[src/rtl/uart_wb_pkg.sv]
// Shared constants and FSM encoding for the UART Wishbone initiator.
// UART register offsets and status bit positions live here.
package uart_wb_pkg;

    localparam logic [7:0] UART_REG_DATA   = 8'h00;
    localparam logic [7:0] UART_REG_STATUS = 8'h05;

    localparam int STATUS_TX_IDLE_BIT  = 5;
    localparam int STATUS_RX_READY_BIT = 0;

    typedef enum logic [2:0] {
        S_IDLE,
        S_STAT,
        S_DECIDE,
        S_WR,
        S_RD,
        S_GAP
    } state_t;

endpackage

[src/rtl/uart_wb_if.sv]
// Wishbone classic bus bundle between the UART initiator and the bus.
// Signal names keep the initiator's point of view (_o driven by master).
interface uart_wb_if #(
    parameter int ADDR_WIDTH = 32,
    parameter int DATA_WIDTH = 32
);
    logic                    wb_cyc_o;
    logic                    wb_stb_o;
    logic                    wb_ack_i;
    logic [ADDR_WIDTH-1:0]   wb_adr_o;
    logic [DATA_WIDTH-1:0]   wb_dat_o;
    logic [DATA_WIDTH-1:0]   wb_dat_i;
    logic [DATA_WIDTH/8-1:0] wb_sel_o;
    logic                    wb_we_o;

    modport master (
        output wb_cyc_o, wb_stb_o, wb_adr_o, wb_dat_o, wb_sel_o, wb_we_o,
        input  wb_ack_i, wb_dat_i
    );

    modport slave (
        input  wb_cyc_o, wb_stb_o, wb_adr_o, wb_dat_o, wb_sel_o, wb_we_o,
        output wb_ack_i, wb_dat_i
    );
endinterface

[src/rtl/uart_wb_master_xfer.sv]
// Single Wishbone transfer engine: holds the request until ack or timeout.
// done/timeout are combinational so the caller reacts on the ack edge.
module wb_single_xfer #(
    parameter int ADDR_WIDTH  = 32,
    parameter int DATA_WIDTH  = 32,
    parameter int ACK_TIMEOUT = 255
) (
    input  logic                  clk_i,
    input  logic                  rst_ni,
    input  logic                  i_req,
    input  logic [ADDR_WIDTH-1:0] i_addr,
    input  logic                  i_we,
    input  logic [DATA_WIDTH-1:0] i_wdata,
    output logic                  o_done,
    output logic                  o_timeout,
    output logic [7:0]            o_rdata,
    uart_wb_if.master             wb
);
    localparam int SW = DATA_WIDTH / 8;
    localparam logic [15:0] TMO_LAST = 16'(ACK_TIMEOUT - 1);

    logic                  r_stb;
    logic                  r_we;
    logic [ADDR_WIDTH-1:0] r_adr;
    logic [DATA_WIDTH-1:0] r_dat;
    logic [SW-1:0]         r_sel;
    logic [15:0]           r_cnt;
    logic                  w_unused;

    assign o_done    = r_stb && wb.wb_ack_i;
    assign o_timeout = (ACK_TIMEOUT != 0) && r_stb && !wb.wb_ack_i
                       && (r_cnt == TMO_LAST);
    assign o_rdata   = wb.wb_dat_i[7:0];
    assign w_unused  = ^wb.wb_dat_i[DATA_WIDTH-1:8];

    always_ff @(posedge clk_i) begin
        if (!rst_ni) begin
            r_stb <= 1'b0;
            r_we  <= 1'b0;
            r_adr <= '0;
            r_dat <= '0;
            r_sel <= '0;
            r_cnt <= '0;
        end else if (o_done || o_timeout) begin
            r_stb <= 1'b0;
            r_we  <= 1'b0;
            r_adr <= '0;
            r_dat <= '0;
            r_sel <= '0;
            r_cnt <= '0;
        end else if (i_req && !r_stb) begin
            r_stb <= 1'b1;
            r_we  <= i_we;
            r_adr <= i_addr;
            r_dat <= i_wdata;
            r_sel <= SW'(1);
            r_cnt <= '0;
        end else if (r_stb) begin
            r_cnt <= r_cnt + 16'd1;
        end
    end

    assign wb.wb_cyc_o = r_stb;
    assign wb.wb_stb_o = r_stb;
    assign wb.wb_we_o  = r_we;
    assign wb.wb_adr_o = r_adr;
    assign wb.wb_dat_o = r_dat;
    assign wb.wb_sel_o = r_sel;
endmodule

[src/rtl/uart_wb_master.sv]
// Polls the UART status register and moves bytes between the client
// valid/ready channels and the UART data register over Wishbone.
module uart_wb_master
    import uart_wb_pkg::*;
#(
    parameter int                    ADDR_WIDTH  = 32,
    parameter int                    DATA_WIDTH  = 32,
    parameter logic [ADDR_WIDTH-1:0] UART_BASE   = 32'h1000_0000,
    parameter int                    POLL_GAP    = 4,
    parameter int                    ACK_TIMEOUT = 255
) (
    input  logic       clk_i,
    input  logic       rst_ni,
    uart_wb_if.master  wb,
    input  logic       tx_valid_i,
    output logic       tx_ready_o,
    input  logic [7:0] tx_data_i,
    output logic       rx_valid_o,
    input  logic       rx_ready_i,
    output logic [7:0] rx_data_o,
    output logic       err_o
);
    localparam logic [ADDR_WIDTH-1:0] ADR_DATA =
        UART_BASE + ADDR_WIDTH'(UART_REG_DATA);
    localparam logic [ADDR_WIDTH-1:0] ADR_STAT =
        UART_BASE + ADDR_WIDTH'(UART_REG_STATUS);

    state_t                r_state, w_state_nxt;
    logic                  r_tx_full, r_rx_full;
    logic [7:0]            r_tx_data, r_rx_data;
    logic                  r_st_tx, r_st_rx;
    logic [7:0]            r_gap;
    logic                  r_err;
    logic                  w_req, w_we, w_done, w_tmo;
    logic [ADDR_WIDTH-1:0] w_addr;
    logic [DATA_WIDTH-1:0] w_wdata;
    logic [7:0]            w_rdata;
    logic                  w_tx_hs, w_rx_hs;

    assign tx_ready_o = !r_tx_full;
    assign rx_valid_o = r_rx_full;
    assign rx_data_o  = r_rx_data;
    assign err_o      = r_err;
    assign w_tx_hs    = tx_valid_i && !r_tx_full;
    assign w_rx_hs    = rx_ready_i && r_rx_full;

    wb_single_xfer #(
        .ADDR_WIDTH (ADDR_WIDTH),
        .DATA_WIDTH (DATA_WIDTH),
        .ACK_TIMEOUT(ACK_TIMEOUT)
    ) u_xfer (
        .clk_i    (clk_i),
        .rst_ni   (rst_ni),
        .i_req    (w_req),
        .i_addr   (w_addr),
        .i_we     (w_we),
        .i_wdata  (w_wdata),
        .o_done   (w_done),
        .o_timeout(w_tmo),
        .o_rdata  (w_rdata),
        .wb       (wb)
    );

    always_ff @(posedge clk_i) begin
        if (!rst_ni) r_state <= S_IDLE;
        else         r_state <= w_state_nxt;
    end

    // RX is served before TX when both are possible
    always_comb begin
        w_state_nxt = r_state;
        w_req       = 1'b0;
        w_we        = 1'b0;
        w_addr      = '0;
        w_wdata     = '0;
        unique case (r_state)
            S_IDLE: begin
                if (r_tx_full || !r_rx_full) begin
                    w_state_nxt = S_STAT;
                    w_req       = 1'b1;
                    w_addr      = ADR_STAT;
                end
            end
            S_STAT: begin
                if (w_done)     w_state_nxt = S_DECIDE;
                else if (w_tmo) w_state_nxt = S_GAP;
            end
            S_DECIDE: begin
                if (r_st_rx && !r_rx_full) begin
                    w_state_nxt = S_RD;
                    w_req       = 1'b1;
                    w_addr      = ADR_DATA;
                end else if (r_st_tx && r_tx_full) begin
                    w_state_nxt = S_WR;
                    w_req       = 1'b1;
                    w_we        = 1'b1;
                    w_addr      = ADR_DATA;
                    w_wdata     = DATA_WIDTH'(r_tx_data);
                end else begin
                    w_state_nxt = S_GAP;
                end
            end
            S_WR, S_RD: begin
                if (w_done || w_tmo) w_state_nxt = S_GAP;
            end
            S_GAP: begin
                if (r_gap == 8'(POLL_GAP - 1)) w_state_nxt = S_IDLE;
            end
            default: w_state_nxt = S_IDLE;
        endcase
    end

    always_ff @(posedge clk_i) begin
        if (!rst_ni) begin
            r_tx_full <= 1'b0;
            r_tx_data <= '0;
            r_rx_full <= 1'b0;
            r_rx_data <= '0;
            r_st_tx   <= 1'b0;
            r_st_rx   <= 1'b0;
            r_gap     <= '0;
            r_err     <= 1'b0;
        end else begin
            r_err <= w_tmo;
            r_gap <= (r_state == S_GAP) ? r_gap + 8'd1 : 8'd0;
            if (w_tx_hs) begin
                r_tx_full <= 1'b1;
                r_tx_data <= tx_data_i;
            end else if (r_state == S_WR && w_done) begin
                r_tx_full <= 1'b0;
            end
            if (r_state == S_STAT && w_done) begin
                r_st_tx <= w_rdata[STATUS_TX_IDLE_BIT];
                r_st_rx <= w_rdata[STATUS_RX_READY_BIT];
            end
            if (r_state == S_RD && w_done) begin
                r_rx_full <= 1'b1;
                r_rx_data <= w_rdata;
            end else if (w_rx_hs) begin
                r_rx_full <= 1'b0;
            end
        end
    end
endmodule

[src/flat_wrapper.sv]
// flat-port wrapper written by rule: the top's interface ports become plain ports
module uart_wb_master_flat import uart_wb_pkg::*;
#(
    parameter int                    ADDR_WIDTH  = 32,
    parameter int                    DATA_WIDTH  = 32,
    parameter logic [ADDR_WIDTH-1:0] UART_BASE   = 32'h1000_0000,
    parameter int                    POLL_GAP    = 4,
    parameter int                    ACK_TIMEOUT = 255
)
  (clk_i, rst_ni, tx_valid_i, tx_ready_o, tx_data_i, rx_valid_o, rx_ready_i, rx_data_o, err_o, wb_wb_cyc_o, wb_wb_stb_o, wb_wb_adr_o, wb_wb_dat_o, wb_wb_sel_o, wb_wb_we_o, wb_wb_ack_i, wb_wb_dat_i);
  uart_wb_if #(.ADDR_WIDTH(ADDR_WIDTH), .DATA_WIDTH(DATA_WIDTH)) wb_i ();
  input  logic clk_i;
  input  logic rst_ni;
  input  logic tx_valid_i;
  output logic tx_ready_o;
  input  logic [7:0] tx_data_i;
  output logic rx_valid_o;
  input  logic rx_ready_i;
  output logic [7:0] rx_data_o;
  output logic err_o;
  output wire logic [$bits(wb_i.wb_cyc_o)-1:0] wb_wb_cyc_o;
  output wire logic [$bits(wb_i.wb_stb_o)-1:0] wb_wb_stb_o;
  output wire logic [$bits(wb_i.wb_adr_o)-1:0] wb_wb_adr_o;
  output wire logic [$bits(wb_i.wb_dat_o)-1:0] wb_wb_dat_o;
  output wire logic [$bits(wb_i.wb_sel_o)-1:0] wb_wb_sel_o;
  output wire logic [$bits(wb_i.wb_we_o)-1:0] wb_wb_we_o;
  input wire logic [$bits(wb_i.wb_ack_i)-1:0] wb_wb_ack_i;
  input wire logic [$bits(wb_i.wb_dat_i)-1:0] wb_wb_dat_i;
  assign wb_wb_cyc_o = wb_i.wb_cyc_o;
  assign wb_wb_stb_o = wb_i.wb_stb_o;
  assign wb_wb_adr_o = wb_i.wb_adr_o;
  assign wb_wb_dat_o = wb_i.wb_dat_o;
  assign wb_wb_sel_o = wb_i.wb_sel_o;
  assign wb_wb_we_o = wb_i.wb_we_o;
  assign wb_i.wb_ack_i = wb_wb_ack_i;
  assign wb_i.wb_dat_i = wb_wb_dat_i;
  uart_wb_master #(.ADDR_WIDTH(ADDR_WIDTH), .DATA_WIDTH(DATA_WIDTH), .UART_BASE(UART_BASE), .POLL_GAP(POLL_GAP), .ACK_TIMEOUT(ACK_TIMEOUT)) u_core (.clk_i(clk_i), .rst_ni(rst_ni), .wb(wb_i), .tx_valid_i(tx_valid_i), .tx_ready_o(tx_ready_o), .tx_data_i(tx_data_i), .rx_valid_o(rx_valid_o), .rx_ready_i(rx_ready_i), .rx_data_o(rx_data_o), .err_o(err_o));
endmodule
[config.mk]
export PLATFORM = sky130hd
export DESIGN_NAME = uart_wb_master_flat
export DESIGN_NICKNAME = d
export VERILOG_FILES = /design/src/rtl/uart_wb_pkg.sv /design/src/rtl/uart_wb_if.sv /design/src/rtl/uart_wb_master_xfer.sv /design/src/rtl/uart_wb_master.sv /design/src/flat_wrapper.sv
export SDC_FILE = /design/constraint.sdc
export NUM_CORES = 1
export LEC_CHECK = 0
export ABC_AREA = 1
export CORE_ASPECT_RATIO = 0.9
export CORE_MARGIN = 4
export CORE_UTILIZATION = 39
export DETAILED_ROUTE_END_ITERATION = 10
export PLACE_DENSITY_LB_ADDON = 0.15
export SLEW_MARGIN = 20
export SYNTH_ARGS = -nofsm -noshare
export SYNTH_HDL_FRONTEND = slang
export SYNTH_SLANG_ARGS = --single-unit
[constraint.sdc]
create_clock -name clk_i -period 1.52 [get_ports clk_i]
set_input_delay 0.304 -clock clk_i [delete_from_list [all_inputs] [get_ports clk_i]]
set_output_delay 0.304 -clock clk_i [all_outputs]
set_load 0.05 [all_outputs]
==> impl_metrics.py, run 1 <==
metrics = {
    "finish": {
        "nets": 537,
        "n_antenna_cell": 0,
        "n_fill_cell": 729,
        "seq_area_um2": 1220,
        "multiInputGateArea_um2": 1550,
        "final_layout_size_suffix_gt1_share_pct": 24.7,
        "syn_to_final_growth_pct": 36.2,
        "fin_cells": 590,
        "fin_area_um2": 4220,
    },
    "place": {
        "numPortBuffers": 46,
        "dpl_cell_area_um2": 3820,
        "gp_congestion": 0.904,
        "dp.cells": 567,
        "dp_hpwl_mm": 4.79,
        "placement.setup.worst_slack_ns": -0.243,
    },
    "worst_setup_path": {
        "critical_path_required_ns": 1.75,
        "cp-end-kind": "flop",
        "crit_type": "reg -> reg",
        "worst_setup_path_start_kind": "flop",
        "critPathArrivalTime_ns": 1.68,
        "rrSetupSlack_ns": 0.07,
        "worst-path-max-fanout": 4,
    },
    "floorplan": {
        "die_height_um": 92.6,
        "rows": 30,
        "die_x_um": 102,
        "io_pins": 127,
        "initial_core_util_pct": 40.5,
        "dieArea_um2": 9440,
        "coreArea_um2": 7660,
    },
    "power": {
        "leakage_nw": 1.67,
        "p_sw_w": 0.00235,
        "peakVddDrop_mv": 0.580,
        "swShare_pct": 39.7,
        "power_density_nw_per_um2": 1400,
        "cellInternalPower_w": 0.00357,
        "seqPwrFrac_pct": 32.1,
        "p_comb_share_pct": 42.6,
        "clkPwrFrac_pct": 25.2,
    },
    "global_routing": {
        "antenna_found_initial": 0,
        "track_usage_pct": 13.6,
        "grt_pass1_wl_mm": 10.3,
        "grt_pass1_vias": 2235,
        "grt_start_max_net_pins": 18,
        "grt_remaining_overflow": 0,
    },
    "yosys": {
        "syn_area_per_cell_um2": 7.47,
        "yosys-top-cells-area": "dfxtp_1 (39%), buf_4 (15%), nand2_1 (6.7%), nor2_1 (6.4%), a21oi_1 (6.1%)",
        "ys.flop_type": "dfxtp_1",
        "synth_area_um2": 3100,
        "yosysTopAreaCellShare_pct": 38.7,
        "synthArstFlopShare_pct": 0,
        "netlist_instances": 415,
        "synth_commonest_cells": "buf_4 (60), dfxtp_1 (60), nand2_1 (55)",
        "synth_seq_area_share_pct": 38.7,
        "synth.distinct_cells": 31,
        "ys_ff_latch": 60,
        "yosysTopAreaCell": "dfxtp_1",
        "ys_warn_count": 0,
        "synth_edf_count": 0,
    },
    "timing": {
        "rsz0062_at_grt": "true",
        "skew_ns": 0.00929,
        "slew_viol_final": 0,
        "fin_crit_sh_pct": 95.3,
        "min_period_ns": 1.45,
        "worst_hold_slack_ns": 0.452,
        "max_freq_mhz": 690,
        "setup_slack_ns": 0.0714,
        "finalSetupViolCount": 0,
        "hold_viol": 0,
    },
    "clock_tree": {
        "clkTransAtPathRegs_ns": 0.07,
        "clk_path_buf_depth": 2,
        "cts_tree": "built",
        "clock-sinks": 60,
        "htree_num_levels": 3,
        "cts_buffers": 9,
        "cts-hold-fix-buffers": 0,
        "cts-root-buf": "clkbuf_8",
        "clkLatencyLatePin_ns": 0.34,
    },
    "routing": {
        "ant_nets": 0,
        "vias": 2560,
        "drc": 0,
        "vias_per_cell": 4.34,
        "wl_mm": 6.39,
        "first_iter_violations": 75,
        "drt_pass1_iterations": 4,
        "avgRoutedWirePerCell_um": 10.8,
    },
    "job": {
        "cap_violations": 0,
    },
    "worst_hold_path": {
        "hp-class": "reg -> reg",
    },
    "run_status": {
        "outcome": "complete, no violations",
    },
}
## layout by cell type (no fill, tap or decap), types with 20 or more instances in the layout
master	instances
a21oi_1	38
buf_12	27
buf_4	26
clkdlybuf4s50_1	20
conb_1	56
dfxtp_1	50
inv_1	32
nand2_1	54
nand3_1	21
nor2_1	46
o21ai_0	22
## registers in the layout, indices dropped and copies added (netlist names), 2 cells and up
| name | cells |
|---|---|
| u_core.r_gap | 8 |
| u_core.r_state | 3 |
| u_core.u_xfer.wb.wb_dat_o | 8 |
| u_core.u_xfer.wb.wb_adr_o | 2 |
| u_core.u_xfer.r_cnt | 16 |
| u_core.rx_data_o | 8 |
| u_core.r_tx_data | 8 |
## path summary, 6_finish.rpt
check                         startpoint                       to  depth (start not counted)
hold reg to reg          u_core.r_gap[0]          u_core.r_gap[0]                          1
setup / recovery  u_core.u_xfer.r_cnt[1]  u_core.u_xfer.r_cnt[10]                          7
hold / removal           u_core.r_gap[0]          u_core.r_gap[0]                          1
setup reg to reg  u_core.u_xfer.r_cnt[1]  u_core.u_xfer.r_cnt[10]                          7
## worst max-delay path: stages (launching register included)
cell	delay, ns
dfxtp_4	0.37
ha_1	0.16
nand3_1	0.11
nor2_2	0.16
nand2_2	0.10
nor3_4	0.23
xnor2_1	0.16
nor2_2	0.04
## power by group through the flow
| stage | Clock (W) | Sequential [W] | Combinational (W) |
|---|---|---|---|
| finish | 0.00149 | 0.00190 | 0.00253 |
| global route | 0.00163 | 0.00193 | 0.00273 |
| CTS | 0.00154 | 0.00188 | 0.00231 |
| detailed placement | 0 | 0.00191 | 0.00223 |
| global placement | 0 | 0.00191 | 0.00222 |
| floorplan | 0 | 0.00203 | 0.00150 |
## repair_timing
item,CTS,global route
setup endpoints to repair,8,34
pin swaps,1,3
setup buffers,2,3
gates cloned,0,2
gates resized for setup,2,31
## metal layers
metal  global-route usage [%]  share of wire, %
met1                     17.9                45
met2                     20.7                48
met3                     4.82               6.5
met4                     4.26              0.30
met5                        0                 0
## cell families after synthesis
logic type / synth area share (%)
AND/OR/NAND/NOR: 24.5
buffers and inverters: 20.6
AO/OA/AOI/OAI: 10.9
flip-flops: 38.7
XOR/XNOR: 3.95
adder cells (fa/ha/maj): 1.21
other: 0.121
## metrics by stage
stage          utilization (%)  power [W]  TNS (ns)
6_report                  55.1    0.00592         0
5_1_grt                   55.1    0.00628    -0.216
4_1_cts                   53.2    0.00573         0
3_5_place_dp              49.9    0.00414     -7.08
3_3_place_gp              49.9    0.00413     -6.21
2_1_floorplan                -    0.00353         0
## area by class of cell
cell class / count / area share (%)
Clock inverter: 5 / 1.39
Sequential cell: 60 / 28.9
Clock buffer: 11 / 3.62
Multi-Input combinational cell: 305 / 36.8
Tap cell: 96 / 2.85
Timing Repair Buffer: 75 / 23.0
Inverter: 38 / 3.44
Note: power is estimated with default switching activity, not from simulation.
==> run 2: changes to the inputs <==
--- a/config.mk
+++ b/config.mk
@@ -7,10 +7,9 @@
 export LEC_CHECK = 0
 export ABC_AREA = 1
 export CORE_ASPECT_RATIO = 0.9
-export CORE_MARGIN = 4
-export CORE_UTILIZATION = 39
+export CORE_UTILIZATION = 43
 export DETAILED_ROUTE_END_ITERATION = 10
-export PLACE_DENSITY_LB_ADDON = 0.15
+export PLACE_DENSITY = 0.8
 export SLEW_MARGIN = 20
 export SYNTH_ARGS = -nofsm -noshare
 export SYNTH_HDL_FRONTEND = slang
==> run 2 against run 1 <==
Against the previous run: cell area down 0.15%; wire length up 8.9%; sequential power about the same; sequential share of layout area down 0.14 points; core utilization up 7.2 points; clock skew about the same; first-iteration DRC count up 140%; flip-flop and latch count unchanged; combinational power down 4%; critical endpoint unchanged; count of clock-buffer cells in the layout up 1; via count up 6.8%; final cell count down 1.7%.
==> impl_metrics.py, run 2 (same netlist as run 1, synthesis figures left out) <==
metrics = {
    "routing": {
        "wl_mm": 6.96,
        "drc": 0,
        "drt_pass1_iterations": 4,
        "vias_per_cell": 4.71,
        "avgRoutedWirePerCell_um": 12.0,
        "first_iter_violations": 180,
        "vias": 2733,
        "ant_nets": 0,
    },
    "power": {
        "leakage_nw": 1.67,
        "peakVddDrop_mv": 0.835,
        "power_density_nw_per_um2": 1450,
        "finalPower_w": 0.00610,
    },
    "finish": {
        "largest_reg_flops": 16,
        "nets": 533,
        "n_antenna_cell": 0,
        "final_cell_mix": "conb_1 (56), dfxtp_1 (56), nand2_1 (52)",
        "final_layout_size_suffix_gt1_share_pct": 24.5,
        "top_register": "u_core.u_xfer.r_cnt",
        "final_util_pct": 62.3,
        "fin_area_um2": 4220,
        "syn_to_final_growth_pct": 36.0,
    },
    "clock_tree": {
        "cts-hold-fix-buffers": 0,
        "clock-sinks": 60,
        "clkTransAtPathRegs_ns": 0.07,
        "cts_buffers": 9,
        "htree_num_levels": 3,
        "cts-root-buf": "clkbuf_8",
        "cts_tree": "built",
        "clk_path_buf_depth": 2,
        "clkLatencyLatePin_ns": 0.34,
    },
    "timing": {
        "max_freq_mhz": 672,
        "slew_viol_final": 0,
        "fin_setup_tns_ns": 0,
        "finalSetupViolCount": 0,
        "min_period_ns": 1.49,
        "rsz0062_at_grt": "true",
        "worst_hold_slack_ns": 0.446,
        "fin_crit_sh_pct": 98.0,
        "hold_viol": 0,
        "skew_ns": 0.00930,
    },
    "place": {
        "dp_hpwl_mm": 4.80,
        "gp_congestion": 0.909,
        "numPortBuffers": 46,
        "dpl_cell_area_um2": 3780,
    },
    "worst_setup_path": {
        "critPathArrivalTime_ns": 1.77,
        "crit_type": "reg -> reg",
        "rrSetupSlack_ns": 0.03,
        "worst-path-max-fanout": 8,
        "critical_path_required_ns": 1.80,
        "worst_setup_path_start_kind": "flop",
        "cp-end-kind": "flop",
    },
    "job": {
        "cap_violations": 0,
    },
    "floorplan": {
        "dieArea_um2": 7550,
        "rows": 28,
        "initial_core_util_pct": 45.9,
        "io_pins": 127,
        "die_x_um": 91.5,
        "coreArea_um2": 6760,
        "die_height_um": 82.6,
    },
    "global_routing": {
        "grt_remaining_overflow": 0,
        "top_usage_layer": "met2",
        "grtUsageMet2_pct": 29.7,
        "grt_use_met1_pct": 19.5,
        "track_usage_pct": 17.2,
        "antenna_found_initial": 0,
        "grt_pass1_wl_mm": 10.1,
        "grt_pass1_vias": 2341,
        "grtUsageMet3_pct": 6.59,
        "grt_start_max_net_pins": 19,
    },
    "run_status": {
        "outcome": "complete, no violations",
    },
    "worst_hold_path": {
        "hp-class": "reg -> reg",
    },
}
==> run 2: layout make-up <==
class / count / area [um2]
well taps: 90 / 113
flip-flops and latches: 60 / 1210
fillers: 547 / 2550
clock inverters: 4 / 95.1
repair buffers: 71 / 927
clock buffers: 12 / 155
multi-input cells: 305 / 1570
inverters: 38 / 145
==> run 2: metal layers <==
metal | part of all wire [%] | vias up
met4 | 1.4 | 0
met5 | 0 | -
met1 | 41 | 1264
li1 | - | 1347
met3 | 6.7 | 13
met2 | 51 | 109
==> run 2: worst paths after layout <==
path	start	end	cells after the start
setup / recovery	u_core.r_state[2]	u_core.u_xfer.r_cnt[10]	7
setup reg to reg	u_core.r_state[2]	u_core.u_xfer.r_cnt[10]	7
hold / removal	u_core.r_gap[0]	u_core.r_gap[0]	1
hold reg to reg	u_core.r_gap[0]	u_core.r_gap[0]	1
==> run 2: timing repair <==
action	4_1_cts	5_1_grt
endpoints found under the setup margin	0	31
setup buffers	0	6
resized for setup	0	38
==> run 2: power breakdown <==
part | switching [W] | internal (W) | total, W | leakage, nW
sequential | 0.000189 | 0.00172 | 0.00190 | 0.489
clock | 0.000596 | 0.00118 | 0.00177 | 0.127
combinational | 0.00154 | 0.000886 | 0.00243 | 1.05
==> run 2: metrics by stage <==
step / setup WS [ns] / instances
detailed placement: -0.246 / 557
global placement: -0.193 / 557
finish: 0.0309 / 580
global route: -0.0717 / 580
CTS: 0.0000320 / 573
floorplan: 0.0411 / 470
==> run 2: worst max-delay path, stage by stage (launching register included) <==
cell and delay (ns):
dfxtp_1 0.45, inv_1 0.11, o211ai_1 0.18, nand2_2 0.11, nand2_4 0.11, nand4_4 0.20
buf_6 0.19, nor2_1 0.09
